File: config.mk
export PLATFORM = sky130hd
export DESIGN_NAME = riscv_run_ctrl
export DESIGN_NICKNAME = d
export VERILOG_FILES = /design/src/rtl/riscv_run_pkg.sv /design/src/rtl/riscv_sat_counter.sv /design/src/rtl/riscv_run_ctrl.sv
export SDC_FILE = /design/constraint.sdc
export NUM_CORES = 1
export LEC_CHECK = 0
export CORE_ASPECT_RATIO = 1.75
export CORE_UTILIZATION = 45
export CTS_BUF_LIST = sky130_fd_sc_hd__clkbuf_16
export DETAILED_ROUTE_END_ITERATION = 12
export DONT_BUFFER_PORTS = 1
export GPL_ROUTABILITY_DRIVEN = 0
export PLACE_DENSITY = 0.63
export SETUP_SLACK_MARGIN = 0.5
export SYNTH_ARGS = -nofsm -noshare
export SYNTH_HDL_FRONTEND = slang
export SYNTH_HIERARCHICAL = 1
export SYNTH_SLANG_ARGS = --single-unit
export TNS_END_PERCENT = 10
File: constraint.sdc
create_clock -name clk -period 3.4 [get_ports clk]
set_input_delay 0.68 -clock clk [delete_from_list [all_inputs] [get_ports clk]]
set_output_delay 0.68 -clock clk [all_outputs]
set_load 0.1 [all_outputs]
File: src/rtl/riscv_run_pkg.sv
// Shared state encoding and parameter defaults for the run controller.
// Both the top level and its helpers import this package.
package riscv_run_pkg;

    typedef enum logic [1:0] {
        IDLE  = 2'd0,
        RESET = 2'd1,
        RUN   = 2'd2,
        DONE  = 2'd3
    } run_state_e;

    localparam int DEF_N_CORES    = 1;
    localparam int DEF_CNT_W      = 16;
    localparam int DEF_RST_CYCLES = 2;
    localparam int DEF_MAX_CYCLES = 24;

endpackage

File: src/rtl/riscv_sat_counter.sv
// Saturating up-counter with synchronous clear and count enable.
// Holds at all-ones instead of wrapping.
module riscv_sat_counter #(
    parameter int CNT_W = 16
) (
    input  logic             clk,
    input  logic             rst,
    input  logic             clr,
    input  logic             en,
    output logic [CNT_W-1:0] cnt
);

    always_ff @(posedge clk) begin
        if (rst || clr) begin
            cnt <= '0;
        end else if (en && (cnt != {CNT_W{1'b1}})) begin
            cnt <= cnt + {{(CNT_W-1){1'b0}}, 1'b1};
        end
    end

endmodule

File: src/rtl/riscv_run_ctrl.sv
// Run controller: resets the cores, lets them run until every core halts
// or the cycle budget expires, and reports cycle and per-core retire counts.
module riscv_run_ctrl
    import riscv_run_pkg::*;
#(
    parameter int N_CORES    = DEF_N_CORES,
    parameter int CNT_W      = DEF_CNT_W,
    parameter int RST_CYCLES = DEF_RST_CYCLES,
    parameter int MAX_CYCLES = DEF_MAX_CYCLES
) (
    input  logic                     clk,
    input  logic                     rst,
    input  logic                     start_i,
    input  logic [N_CORES-1:0]       retire_i,
    input  logic [N_CORES-1:0]       halt_i,
    output logic                     core_rst_o,
    output logic                     busy_o,
    output logic                     done_o,
    output logic                     timeout_o,
    output logic [N_CORES-1:0]       halted_o,
    output logic [CNT_W-1:0]         cycle_cnt_o,
    output logic [N_CORES*CNT_W-1:0] retire_cnt_o
);

    localparam logic [7:0]     RST_LOAD = 8'(RST_CYCLES - 1);
    localparam logic [CNT_W:0] MAX_EXT  = (CNT_W + 1)'(MAX_CYCLES);

    run_state_e     state;
    run_state_e     state_nx;
    logic [7:0]     rst_cnt;
    logic [CNT_W:0] cycle_inc;
    logic           clear;
    logic           in_run;
    logic           all_halt;
    logic           budget_end;
    logic           end_timeout;

    assign in_run     = (state == RUN);
    assign clear      = ((state == IDLE) || (state == DONE)) && start_i;
    assign all_halt   = &(halted_o | halt_i);
    assign cycle_inc  = {1'b0, cycle_cnt_o} + {{CNT_W{1'b0}}, 1'b1};
    assign budget_end = (cycle_inc == MAX_EXT);

    // A halt of every core takes precedence over the budget running out.
    always_comb begin
        state_nx    = state;
        end_timeout = 1'b0;
        case (state)
            IDLE: begin
                if (start_i) state_nx = RESET;
            end
            RESET: begin
                if (rst_cnt == 8'd0) state_nx = RUN;
            end
            RUN: begin
                if (all_halt) begin
                    state_nx = DONE;
                end else if (budget_end) begin
                    state_nx    = DONE;
                    end_timeout = 1'b1;
                end
            end
            DONE: begin
                if (start_i) state_nx = RESET;
            end
            default: state_nx = IDLE;
        endcase
    end

    always_ff @(posedge clk) begin
        if (rst) begin
            state       <= IDLE;
            rst_cnt     <= 8'd0;
            cycle_cnt_o <= '0;
            halted_o    <= '0;
            timeout_o   <= 1'b0;
            core_rst_o  <= 1'b1;
            busy_o      <= 1'b0;
            done_o      <= 1'b0;
        end else begin
            state      <= state_nx;
            core_rst_o <= (state_nx != RUN);
            busy_o     <= (state_nx == RESET) || (state_nx == RUN);
            done_o     <= (state_nx == DONE);
            if (clear) begin
                rst_cnt     <= RST_LOAD;
                cycle_cnt_o <= '0;
                halted_o    <= '0;
                timeout_o   <= 1'b0;
            end else begin
                if ((state == RESET) && (rst_cnt != 8'd0)) begin
                    rst_cnt <= rst_cnt - 8'd1;
                end
                if (in_run) begin
                    cycle_cnt_o <= cycle_inc[CNT_W-1:0];
                    halted_o    <= halted_o | halt_i;
                    timeout_o   <= end_timeout;
                end
            end
        end
    end

    for (genvar k = 0; k < N_CORES; k++) begin : g_retire
        riscv_sat_counter #(
            .CNT_W(CNT_W)
        ) u_retire_cnt (
            .clk(clk),
            .rst(rst),
            .clr(clear),
            .en (in_run && retire_i[k]),
            .cnt(retire_cnt_o[k*CNT_W +: CNT_W])
        );
    end

endmodule

Word level (Yosys, flattened, before mapping) --
Cells that the tools add are included.
Storage, ports and cells: register bits after elaboration 47, bits of input ports 5, output and inout bits 37
Cells by class: add/sub/neg operators 3, equal/unequal tests 9, multiplexer cells 9, bitwise gates (word level) 1, reduce and logical (&&, ||, !) cells 13
Operator list (count):
- $add A16 B1 Y17 const B | 1
- $eq A17 B5 Y1 const B | 1
- $add A16 B1 Y16 const B | 1
- $ne A16 B16 Y1 const B | 1
- $eq A2 B2 Y1 const B | 4
- $logic_not A8 Y1 | 1
- $mux W2 | 4
- $reduce_bool A8 Y1 | 1
- $sub A8 B1 Y8 const B | 1
- $pmux W2 S3 | 1
- $eq A2 B1 Y1 const B | 2
- $logic_and A1 B1 Y1 | 4
- $mux W1 | 4
- $reduce_or A2 Y1 | 2
- $logic_or A1 B1 Y1 | 3
- $logic_not A2 Y1 | 1
- $ne A2 B2 Y1 const B | 1
- $reduce_bool A2 Y1 | 1
- $or A1 B1 Y1 | 1

Depth between registers and ports, before layout --
Gate-level depths: netlist (run 1).
word-level depth 7, mapped depth 10, mapped depth without buffers 9

By module --
Netlist (run 1), hierarchy kept.
Modules (own cells, without submodules):
- riscv_run_ctrl | times used 1, cells each 195, area each 1750.4 sq um, sequential area each 620.6 sq um
- riscv_sat_counter | times used 1, cells each 95, area each 847.1 sq um, sequential area each 320.3 sq um

Worst setup path before layout (run 1) --
No wires, ideal clock.
path type register to register, start point register cycle_cnt_o[0], end point register busy_o, setup time 0.114 ns, data arrival time 2.714 ns, setup slack 0.573 ns, stages on the path, launching flop included 10, path buffers 0, period minus slack after synthesis 2.827 ns, cell sequence dfxtp_1 ha_1 and3_4 nor3b_1 or3_1 a22oi_2 a31oi_1 inv_1 ha_1 nor2b_1
Between the ends: word-level cells in the longest chain between the ends 7
Ends and longest elaborated chain:
- from (decl) | line riscv_run_ctrl.sv:21 | output logic [CNT_W-1:0] cycle_cnt_o,
- from (signal assigned) | line riscv_run_ctrl.sv:95 | cycle_cnt_o <= cycle_inc[CNT_W-1:0];
- $add A16 B1 Y17 * | line riscv_run_ctrl.sv:41 | assign cycle_inc = {1'b0, cycle_cnt_o} + {{CNT_W{1'b0}}, 1'b1};
- $eq A17 B5 Y1 * | line riscv_run_ctrl.sv:42 | assign budget_end = (cycle_inc == MAX_EXT);
- $mux W2 * | line riscv_run_ctrl.sv:58 | end else if (budget_end) begin
- $mux W2 * | line riscv_run_ctrl.sv:56 | if (all_halt) begin
- $pmux W2 S3 * | line riscv_run_ctrl.sv:48 | case (state)
- $eq A2 B1 Y1 / $eq A2 B2 Y1 (equally long branches) | line riscv_run_ctrl.sv:83 | busy_o <= (state_nx == RESET) || (state_nx == RUN);
- $logic_or A1 B1 Y1 * | line riscv_run_ctrl.sv:83
- to (signal assigned) | line riscv_run_ctrl.sv:83
- to (decl) | line riscv_run_ctrl.sv:17 | output logic busy_o,
Mark *: on every way between the ends. The rest lies on a longest branch, timed or not. A chain may end at the register's enable or synchronous reset.

Worst setup path in the final report (run 1) --
start point register cycle_cnt_o[2], end point register busy_o
Same word-level chain as after synthesis.

==> results of run 1 <==
-- synth_stat cells, drive strengths merged (3+ instances only) --
cell type / number
o31ai: 4
xor2: 14
nand3: 15
nor2: 36
and3: 3
nand4: 12
and4: 6
a31oi: 6
dfxtp: 47
a211oi: 3
ha: 10
clkbuf: 5
buf: 7
nor3: 4
or4: 4
o21ai: 11
xnor2: 12
nand2: 17
a21oi: 17
nor2b: 4
a41o: 4
inv: 8
nor4: 4
and2: 6
or3: 9
-- sequential cells by signal, indices dropped and copies added (netlist names) --
register                   count
cycle_cnt_o                   16
g_retire.u_retire_cnt/cnt     16
rst_cnt                        8
state                          2
busy_o                         1
core_rst_o                     1
done_o                         1
halted_o                       1
timeout_o                      1
-- logic make-up after synthesis --
| kind of cell | Yosys count | share of synthesized area |
|---|---|---|
| multiplexers | 1 | 0.003854 |
| flip-flops | 47 | 0.3622 |
| AND/OR/NAND/NOR | 127 | 0.2837 |
| buffers and inverters | 20 | 0.04479 |
| adder cells (fa/ha/maj) | 10 | 0.04817 |
| AO/OA/AOI/OAI | 59 | 0.1696 |
| XOR/XNOR | 26 | 0.08767 |
-- layout make-up --
class | instances | area [µm²] | share of cell area
clock buffers | 5 | 125.1 | 0.04146
multi-input cells | 223 | 1540 | 0.5104
well taps | 76 | 95.09 | 0.03151
repair buffers | 33 | 247.7 | 0.08209
inverters | 8 | 30.03 | 0.009950
clock inverters | 3 | 38.79 | 0.01285
flip-flops and latches | 47 | 940.9 | 0.3118
-- worst paths after layout --
| path | from | endpoint | slack [ns] | cells after the start |
|---|---|---|---|---|
| min | rst | state[0] | 0.46 | 1 |
| max reg2reg | cycle_cnt_o[2] | busy_o | 1.00 | 9 |
| max | cycle_cnt_o[2] | busy_o | 1.00 | 9 |
| min reg2reg | rst_cnt[1] | rst_cnt[1] | 0.51 | 2 |
-- critical path: stages, from the launching register on --
cell,delay [ns]
dfxtp_1,0.37
buf_4,0.34
and4_1,0.33
and2_4,0.19
a41oi_1,0.13
nor4_2,0.28
a31oi_1,0.22
inv_1,0.10
ha_1,0.21
nor2b_1,0.12
-- metal layers --
| metal | up-vias | global-route usage |
|---|---|---|
| li1 | 1114 | - |
| met1 | 1019 | 0.2023 |
| met2 | 55 | 0.3855 |
| met3 | 11 | 0.05395 |
| met4 | 0 | 0.08608 |
| met5 | - | 0 |
-- power groups by stage --
stage	clock [mW]	combinational (mW)	sequential (mW)
6_report	0.545	0.425	0.720
5_1_grt	0.585	0.483	0.725
4_1_cts	0.560	0.432	0.719
3_5_place_dp	0	0.426	0.731
3_3_place_gp	0	0.421	0.729
2_1_floorplan	0	0.314	0.770
==> results.toml, run 1 <==
[placement]
numPortBuffers = 0
dpl_worst_slack_ns = 1.053
dp_hpwl_um = 4341
dp.cells = 387
placed_area_um2 = 2854

[routing]
wire_per_inst_um = 14.61
num_vias = 2199
firstDrtPassIters = 4
dr_wl_met2_um = 3202
top_layer = "met4"
ant_nets = 0
dr_wl_met3_um = 268
routed_wl_um = 5771
via_per_inst = 5.567
drtIter0Drc = 90
wl_met1_um = 2167
drc_errors = 0

[logic_synthesis]
synth_top_area_frac = 0.3622
ys_seq_elements = 47
syn_area_um2 = 2597
synth.distinct_cells = 57
ys_warn_count = 6
synth_fp_nets = 305
synth-edff-count = 0
syn_avg_cell_area_um2 = 8.957
syn_inst = 290
ys.flop_type = "dfxtp_1"
synthTopCellsByArea = "dfxtp_1 36%, nor2_1 5.1%, ha_1 4.8%"
ys_seq_area_frac = 0.3622
async_flop_share = 0
synth_top_area_cell = "dfxtp_1"

[clock_network]
cts_made_buffers = 5
cts_tree = "done"
postCtsSetupRepairBufs = 0
post_cts_resized = 0
clock_path_buffers = 2
clock-sinks = 47
hold_buffers = 0
clockRootBuffer = "clkbuf_16"
htree_num_levels = 2
clk_pin_slew_ns = 0.06
insertion_delay_ns = 0.28

[pwr]
pwr-share-comb = 0.251
p_int_mw = 1.092
total_power_mw = 1.689
seq_power_share = 0.426
vdd_drop_max_uv = 294.5
switchingPower_uw = 597.0
power_leakage_nw = 1.151
swShare = 0.3535
powerDensity_nw_per_um2 = 559.6
p_clk_frac = 0.323

[outcome]
status = "complete, no violations"

[grt]
grt_pass1_vias = 2127
grt-ovfl-total = 0
grt_usage = 0.2043
grt_pass1_wl_um = 9528
grt_antenna_before_repair = 0
grt_max_degree = 27

[worst_setup_path]
worst-endpoint-arrival_ns = 2.58
cp-start-kind = "flop"
worstPathRequired_ns = 3.58
cp_max_fo = 5
end_kind = "flop"
critical_path_class = "reg2reg"

[floorplanning]
io_pins = 42
core-area_um2 = 5585
start_util = 0.4651
die_w_um = 59.43
die_area_um2 = 6092
num_rows = 36
fp.dieH_um = 102.5

[timing]
slew_headroom = 0.3321
setup_ws_ns = 1.003
period_minus_slack_ns = 2.397
slew_viol_final = 0
worstMarginPinSlew_ns = 1.000
hold_ws_ns = 0.4556
fmax_mhz = 417.2
finClkSkew_ns = 0.003632
setup_viol = 0
finalCritPeriodShare = 0.7049
hold_viol = 0
rsz0062_at_grt = "false"
tns_ns = 0

[cells_and_area]
final_util = 0.5403
mostFrequentLayoutCells = "47 x dfxtp_1, 35 x nor2_1, 33 x buf_4"
finalNonFillerCells = 395
num_antenna_cells = 0
synthToLayoutAreaGrowth_pct = 16.18
final_common_cell = "dfxtp_1"
num-nets-final = 333
drive_gt1_frac = 0.1850
nFillCells = 573
stdcell_area_um2 = 3018

[run]
maxCapViolCount = 0

[min_path]
hp-class = "in2reg"
(Power assumes the default switching activity.)
==> run 2: changes to the inputs <==
--- a/config.mk
+++ b/config.mk
@@ -5,13 +5,14 @@
 export SDC_FILE = /design/constraint.sdc
 export NUM_CORES = 1
 export LEC_CHECK = 0
+export ABC_AREA = 1
 export CORE_ASPECT_RATIO = 1.75
 export CORE_UTILIZATION = 45
 export CTS_BUF_LIST = sky130_fd_sc_hd__clkbuf_16
 export DETAILED_ROUTE_END_ITERATION = 12
 export DONT_BUFFER_PORTS = 1
 export GPL_ROUTABILITY_DRIVEN = 0
-export PLACE_DENSITY = 0.63
+export PLACE_DENSITY = 0.65
 export SETUP_SLACK_MARGIN = 0.5
 export SYNTH_ARGS = -nofsm -noshare
 export SYNTH_HDL_FRONTEND = slang
==> constraint.sdc (replaced) <==
create_clock -name clk -period 2.1 [get_ports clk]
set_input_delay 0.42 -clock clk [delete_from_list [all_inputs] [get_ports clk]]
set_output_delay 0.42 -clock clk [all_outputs]
set_load 0.1 [all_outputs]
==> results.toml, run 2 <==
[floorplanning]
start_util = 0.4637
core-area_um2 = 5879
die_area_um2 = 6386
fp.dieH_um = 105.0
die_w_um = 60.84
io_pins = 42
num_rows = 37

[worst_setup_path]
endpoint = "busy_o"
reg2reg_depth = 18
cp_max_fo = 6
setup.worst_path.start = "cycle_cnt_o[0]"
critical_path_class = "reg2reg"
r2r_slack_ns = 0.04
end_kind = "flop"
timing.rr.end = "busy_o"
cp-start-kind = "flop"
worstPathRequired_ns = 2.29
worst-endpoint-arrival_ns = 2.24
reg2reg_from = "cycle_cnt_o[0]"

[routing]
firstDrtPassIters = 4
wire_per_inst_um = 13.00
drc_errors = 0
ant_nets = 0
drtIter0Drc = 152
num_vias = 2821
routed_wl_um = 7187
via_per_inst = 5.101

[timing]
fmax_mhz = 486.5
hold_viol = 0
finClkSkew_ns = 0.007165
tns_ns = 0
hold_ws_ns = 0.1767
setup_ws_ns = 0.04432
rsz0062_at_grt = "true"
worstMarginPinSlew_ns = 0.4758
finalCritPeriodShare = 0.9789
slew_headroom = 0.6808
setup_viol = 0
slew_viol_final = 0
period_minus_slack_ns = 2.056

[min_path]
min_path_cells = 1
hp-class = "in2reg"

[placement]
dpl_worst_slack_ns = 0.01365
numPortBuffers = 0
dp_hpwl_um = 5184
dp.cells = 531
placed_area_um2 = 3194

[cells_and_area]
stdcell_area_um2 = 3666
num_antenna_cells = 0
final_util = 0.6235
mostFrequentLayoutCells = "86 x nand2_1, 58 x nor2_1, 53 x buf_4"
reg_top3 = "cycle_cnt_o x16, g_retire.u_retire_cnt/cnt x16, rst_cnt x8"
num-nets-final = 489
drive_gt1_frac = 0.3284
synthToLayoutAreaGrowth_pct = 34.47
finalNonFillerCells = 553
final_common_cell = "nand2_1"

[logic_synthesis]
ys_warn_count = 6
async_flop_share = 0
synth_most_common_cell = "nand2_1"
ys_seq_area_frac = 0.3451
synth_commonest_cells = "93 x nand2_1, 70 x nor2_1, 60 x inv_1"
syn_inst = 417
ys_seq_elements = 47
synth_top_area_frac = 0.3451
synth_fp_nets = 432
syn_area_um2 = 2726
synth-edff-count = 0
syn_avg_cell_area_um2 = 6.538
synth_top_area_cell = "dfxtp_1"
ys.flop_type = "dfxtp_1"
synthTopCellsByArea = "dfxtp_1 35%, nand2_1 13%, nor2_1 9.6%"
synth.distinct_cells = 30

[clock_network]
clock-sinks = 47
cts_tree = "done"
cts_made_buffers = 5
hold_buffers = 0
insertion_delay_ns = 0.29
htree_num_levels = 2
clock_path_buffers = 2
clk_pin_slew_ns = 0.06
clockRootBuffer = "clkbuf_16"

[pwr]
vdd_drop_max_uv = 719.6
total_power_mw = 4.566
powerDensity_nw_per_um2 = 1246
power_leakage_nw = 1.590

[grt]
grt_max_degree = 19
grt_pass1_wl_um = 11070
grt-ovfl-total = 0
grt_pass1_vias = 2573
grt_antenna_before_repair = 0
grt_usage = 0.2315

[run]
maxCapViolCount = 0

[outcome]
status = "complete, no violations"
==> run 2: area by class of cell <==
class,count,area [µm²]
Inverter,64,246.5
Clock buffer,5,125.1
Multi-Input combinational cell,300,1738
Clock inverter,3,12.51
Sequential cell,47,1006
Tap cell,78,97.59
Timing Repair Buffer,56,440.4
Fill cell,549,2213
==> run 2: worst min-delay path by stage <==
stage	slack, ns	to	startpoint
finish	0.18	state[0]	rst
global route	0.17	state[0]	rst
CTS	0.18	state[0]	rst
detailed placement	0.45	rst_cnt[0]	rst_cnt[0]
floorplan	0.44	rst_cnt[0]	rst_cnt[0]
global placement	0.45	rst_cnt[0]	rst_cnt[0]
==> run 2: critical path: stages, from the launching register on <==
cell and delay, ns:
dfxtp_4 0.38, ha_4 0.17, nand2_4 0.05, nor2_4 0.16, nand3_2 0.10, nand2_2 0.10, nand2_1 0.06, nor2_1 0.10
nand2_1 0.09, nor2_2 0.12, nand2_1 0.06, nand2_1 0.06, nand2_1 0.04, nand2_1 0.07, nand2_2 0.07, inv_2 0.07
ha_4 0.19, inv_2 0.04, nor2_1 0.03
==> run 2: kinds of logic (layout without fill, tap and decap cells) <==
group	count (synthesis)	in the layout	synth area share
simple gates	231	231	0.3791
buf+inv	70	128	0.1019
compound gates	51	51	0.1023
flops	47	47	0.3451
fa+ha+maj	10	10	0.04589
xor+xnor	8	8	0.02570
==> run 2: routing by layer <==
metal | vias to the layer above | track usage | share of wire
met5 | - | 0 | 0
met4 | 0 | 0.1461 | 0.039
met3 | 20 | 0.05074 | 0.041
met2 | 69 | 0.4372 | 0.57
met1 | 1305 | 0.2014 | 0.35
li1 | 1427 | - | -
==> run 2: what timing repair did <==
item / in CTS / in global routing
pin swaps: 10 / 14
setup buffers: 7 / 7
setup endpoints to repair: 29 / 47
resized for setup: 5 / 58
==> run 2: report_power, final <==
group | switching, mW | internal, mW
registers | 0.175 | 1.09
logic | 1.71 | 0.822
clock network | 0.331 | 0.431
total | 2.22 | 2.35
